===== src/rtl/instr_encoder.sv =====
// Field-to-word instruction encoder that packs 32-bit and compressed 16-bit
// instructions into a little-endian stream of 32-bit memory words.
module instr_encoder (
  input  logic        clk,
  input  logic        rst,
  input  logic        in_valid,
  output logic        in_ready,
  input  logic [2:0]  fmt,
  input  logic [6:0]  opcode,
  input  logic [4:0]  rd,
  input  logic [4:0]  rs1,
  input  logic [4:0]  rs2,
  input  logic [2:0]  funct3,
  input  logic [6:0]  funct7,
  input  logic [19:0] imm,
  input  logic [15:0] c_half,
  input  logic        flush,
  output logic        out_valid,
  input  logic        out_ready,
  output logic [31:0] out_data,
  output logic        err,
  output logic [15:0] word_cnt
);

  localparam logic [2:0] FMT_R = 3'd0, FMT_I = 3'd1, FMT_S = 3'd2,
                         FMT_B = 3'd3, FMT_U = 3'd4, FMT_J = 3'd5,
                         FMT_C = 3'd6, FMT_X = 3'd7;

  typedef enum logic {EMPTY, HALF} state_t;

  state_t      state, nxt_state;
  logic [15:0] pend, nxt_pend;
  logic [31:0] instr, load_data;
  logic        load, accept, is_c16, is_32, bad, do_flush;

  always_comb begin
    instr = 32'h0;
    case (fmt)
      FMT_R: instr = {funct7, rs2, rs1, funct3, rd, opcode};
      FMT_I: instr = {imm[11:0], rs1, funct3, rd, opcode};
      FMT_S: instr = {imm[11:5], rs2, rs1, funct3, imm[4:0], opcode};
      FMT_B: instr = {imm[11], imm[9:4], rs2, rs1, funct3, imm[3:0], imm[10], opcode};
      FMT_U: instr = {imm[19:0], rd, opcode};
      FMT_J: instr = {imm[19], imm[9:0], imm[10], imm[18:11], rd, opcode};
      default: instr = 32'h0;
    endcase
  end

  assign in_ready = !out_valid || out_ready;
  assign accept   = in_valid && in_ready;
  assign is_c16   = (fmt == FMT_C);
  assign is_32    = (fmt != FMT_C) && (fmt != FMT_X);
  assign do_flush = flush && !in_valid && in_ready;
  // Reserved formats are swallowed here: they only raise err below.
  assign bad      = accept && ((fmt == FMT_X) ||
                               (is_32 && opcode[1:0] != 2'b11) ||
                               (is_c16 && c_half[1:0] == 2'b11));

  always_comb begin
    nxt_state = state;
    nxt_pend  = pend;
    load      = 1'b0;
    load_data = instr;
    case (state)
      EMPTY: begin
        if (accept && is_32) begin
          load = 1'b1;
        end else if (accept && is_c16) begin
          nxt_pend  = c_half;
          nxt_state = HALF;
        end
      end
      HALF: begin
        if (accept && is_c16) begin
          load      = 1'b1;
          load_data = {c_half, pend};
          nxt_state = EMPTY;
        end else if (accept && is_32) begin
          // Word straddles the boundary: low half goes out, high half waits.
          load      = 1'b1;
          load_data = {instr[15:0], pend};
          nxt_pend  = instr[31:16];
        end else if (do_flush) begin
          load      = 1'b1;
          load_data = {16'h0001, pend};
          nxt_state = EMPTY;
        end
      end
      default: nxt_state = EMPTY;
    endcase
  end

  always_ff @(posedge clk or posedge rst) begin
    if (rst) begin
      state <= EMPTY;
      pend  <= 16'h0;
    end else begin
      state <= nxt_state;
      pend  <= nxt_pend;
    end
  end

  always_ff @(posedge clk or posedge rst) begin
    if (rst) begin
      out_valid <= 1'b0;
      out_data  <= 32'h0;
      err       <= 1'b0;
      word_cnt  <= 16'h0;
    end else begin
      if (load) begin
        out_valid <= 1'b1;
        out_data  <= load_data;
      end else if (out_ready) begin
        out_valid <= 1'b0;
      end
      if (out_valid && out_ready) word_cnt <= word_cnt + 16'd1;
      if (bad) err <= 1'b1;
    end
  end

endmodule


===== config.mk =====
export PLATFORM = sky130hd
export DESIGN_NAME = instr_encoder
export DESIGN_NICKNAME = d
export VERILOG_FILES = /design/src/rtl/instr_encoder.sv
export SDC_FILE = /design/constraint.sdc
export NUM_CORES = 1
export LEC_CHECK = 0
export ABC_CLOCK_PERIOD_IN_PS = 2400
export CORE_MARGIN = 5
export CORE_UTILIZATION = 45
export CTS_CLUSTER_SIZE = 28
export DETAILED_ROUTE_END_ITERATION = 6
export GPL_TIMING_DRIVEN = 1
export PLACE_DENSITY_LB_ADDON = 0.3
export REMOVE_ABC_BUFFERS = 1
export SYNTH_ARGS = -nofsm -noshare
export SYNTH_HDL_FRONTEND = slang
export SYNTH_SLANG_ARGS = --single-unit

===== constraint.sdc =====
create_clock -name clk -period 2.4 [get_ports clk]
set_input_delay 0.36 -clock clk [delete_from_list [all_inputs] [get_ports clk]]
set_output_delay 0.36 -clock clk [all_outputs]
set_load 0.1 [all_outputs]

==> metrics.yaml <==
final_common_cell: "clkdlybuf4s50_1"
synth_enable_flop_cells: 0
combPwrFrac: 0.570
gr-max-usage-layer: "met2"
reg2reg_slack_ps: 450
layout.nets: 652
net-switching-power_mw: 3.54
total_power_mw: 6.59
synth-simple-area-share: 0.158
power.density_cell_area_nw_per_um2: 1110
r2r-end: "out_data[25]$_DFFE_PP0P_"
tritoncts.num_buffers: 9
core_region_area_um2: 9330
h-tree-depth: 3
post_synth.cell_area_avg_um2: 9.64
clkTransAtPathRegs_ps: 90
floorplan.die_area_um2: 11700
setup.worst_path.start_class: "register"
slew_headroom: 0.606
drive_above_1_share: 0.217
top_level_ports: 127
std_cell_rows: 35
critical_path_top_delay_cell: "dfrtp_1"
routed_wirelength_mm: 13.8
synth.mux.area_fraction: 0.144
unrepaired_setup_endpoints_after_global_routing: "no"
place_inst: 693
worst-slew-pin-transition_ps: 592
timing.critical_path.to_type: "register"
layout_setup_ws_ps: 449
tritoncts: "built"
multi_input_area_um2: 2380
outcome: "completed"
synth.lib_cells_used.distinct: 53
post_synth_fa_ha_maj_area_fraction: 0.00288
grt_use_met3: 0.0496
leakagePower_nw: 2.57
netSwitchingFraction: 0.537
critical_path_required_ps: 2660
layout_min_cycle_time_ps: 1950
fin_tns_setup_ps: 0
regArea_um2: 1680
pre_cts_ws_ps: 168
grt_antenna_before_repair: 0
setup_violations: 0
n_fill_cell: 790
postCtsSetupRepairBufs: 0
dominantRegCellSynth: "dfrtp_1"
synth.yosys.seq_area_share: 0.386
drv_slew: 0
global_route.overflow_total: 0
post-route-drc-count: 0
synth-xor-area-share: 0.0323
hold_buffers: 0
pwr-share-clk: 0.155
place_congestion: 0.934
grt.met2_usage: 0.400
route.detailed.wl_per_inst_um: 19.5
netlist_area_pre_place_um2: 4340
intPower_mw: 3.05
synth_compound_area_frac: 0.209
timing.critical_path.cells: "inv_2, o31a_1, a32o_1, mux2_2"
hold_path.class: "input port to asynchronous set/reset pin"
synth-warning-count: 0
num_antenna_cells: 0
hold_slack_ps: 386
drt.antenna.violating_nets: 0
area_delta_synth_final_pct: 36.4
share_seq_of_total_power: 0.274
synth_seq_cells: 67
instances_no_fill: 709
timing.critical_path.fanout_max: 14
clock-root-buffer: "clkbuf_8"
drv_cap: 0
clock_insertion_delay_at_the_later_pin_of_the_skew_report_ps: 360
die-height_um: 108
share_of_synthesized_registers_carrying_an_async_set_or_reset: 1.00
critPathKind: "register to register"
most-common-layout-cells: "73 x clkdlybuf4s50_1, 71 x buf_4, 67 x dfrtp_1"
global_route.usage.total: 0.244
detail_route.vias_per_cell: 5.83
reg2reg_from: "state$_DFF_PP0_"
grt_pass1_vias: 4228
clk_path_buf_depth: 2
cts.repair.resized: 0
grt_util_met1: 0.321
max_freq_mhz: 513
initial_drt_markers: 316
worst_clock_skew_ps: 8.07
starting_density: 0.465
finalCoreUtilization: 0.635
dp_hpwl_mm: 10.2
fin_area_um2: 5920
buffer_ports.inserted: 126
firstDrtPassIters: 5
detailroute.via_count: 4132
finalHoldViolCount: 0
placedInstanceArea_um2: 5720
r2r_cells: 4
worstPathArrival_ps: 2210
cts_sinks: 67
worst_path_largest_cell_delay_ps: 720
synth_top_family_by_area: "compound AO/OA/AOI/OAI gates"
grt_first_pass_wirelength_mm: 22.3
pin_count_of_the_biggest_net_entering_global_routing: 68
post_synth_inst_count: 450
width_of_the_die_um: 108
finalCritPeriodShare: 0.813
ir_drop_mv: 0.887
-- cell usage after synthesis, drive strengths merged, types with 2 or more instances --
cell type / number / area share
xor2: 6 / 0.012
o21a: 4 / 0.0069
a32oi: 2 / 0.0040
a32o: 3 / 0.0069
o221ai: 7 / 0.014
nand2b: 15 / 0.022
nand4b: 9 / 0.018
buf: 27 / 0.037
a221oi: 9 / 0.018
o2bb2ai: 3 / 0.0061
dfrtp: 67 / 0.39
a211oi: 5 / 0.0087
a22o: 3 / 0.0061
a2bb2oi: 16 / 0.032
inv: 23 / 0.020
mux2: 19 / 0.049
nand2: 28 / 0.024
nor3: 9 / 0.010
nor2: 14 / 0.012
a31oi: 2 / 0.0029
o22ai: 9 / 0.013
nor2b: 6 / 0.0087
o32ai: 2 / 0.0040
a22oi: 9 / 0.016
and3: 3 / 0.0043
nand4: 8 / 0.012
o21ai: 19 / 0.022
nand3: 11 / 0.013
nor4: 3 / 0.0078
xnor2: 10 / 0.020
mux2i: 41 / 0.095
nand3b: 3 / 0.0081
nor3b: 6 / 0.010
o211ai: 10 / 0.017
a21oi: 18 / 0.023
clkbuf: 12 / 0.010
-- layout make-up --
type	instances	area share
inverter	23	0.0146
clock buffer	9	0.0209
tap	129	0.0273
sequential	67	0.283
clock inverter	7	0.0137
multi-input combinational	321	0.402
timing repair buffer	153	0.239
-- worst max-delay path: cells and delay by family, from the launching register on --
family / cells / cell delay, ps
muxes: 1 / 250
DFF: 1 / 720
buffers and inverters: 1 / 230
AOI/OAI and AO/OA: 2 / 640
-- worst max-delay path by stage --
stage	from	endpoint	slack [ps]	cells past startpoint
after detailed placement	fmt[1]	out_data[27]$_DFFE_PP0P_	170	6
after floorplan	out_valid$_DFFE_PP0P_	pend[11]$_DFFE_PP0P_	-1160	5
after global placement	fmt[1]	out_data[27]$_DFFE_PP0P_	150	6
after global routing	state$_DFF_PP0_	out_data[25]$_DFFE_PP0P_	390	4
after CTS	state$_DFF_PP0_	out_data[25]$_DFFE_PP0P_	480	4
final	state$_DFF_PP0_	out_data[25]$_DFFE_PP0P_	450	4
-- power groups by stage --
stage | clock (mW) | combinational [mW] | sequential, mW
2_1_floorplan | 0 | 0.830 | 3.75
3_3_place_gp | 0 | 3.73 | 1.82
3_5_place_dp | 0 | 3.77 | 1.83
4_1_cts | 1.04 | 3.78 | 1.81
5_1_grt | 1.07 | 3.92 | 1.86
6_report | 1.02 | 3.76 | 1.81
-- kinds of logic after synthesis --
group	count (synthesis)
AO/OA/AOI/OAI	125
AND/OR/NAND/NOR	119
flip-flops	67
buffers and inverters	62
multiplexers	60
XOR/XNOR	16
adder cells (fa/ha/maj)	1
-- routing by layer --
metal / share of wire / up-vias
li1: - / 1941
met1: 0.42 / 1967
met2: 0.48 / 198
met3: 0.080 / 26
met4: 0.019 / 0
met5: 0 / -
-- registers in the layout, summed over array words and instances, names as in the netlist --
| register | cells |
|---|---|
| word_cnt | 16 |
| out_valid | 1 |
| err | 1 |
| out_data | 32 |
| pend | 16 |
| state | 1 |
No activity file was read; power rests on OpenSTA's default activity.
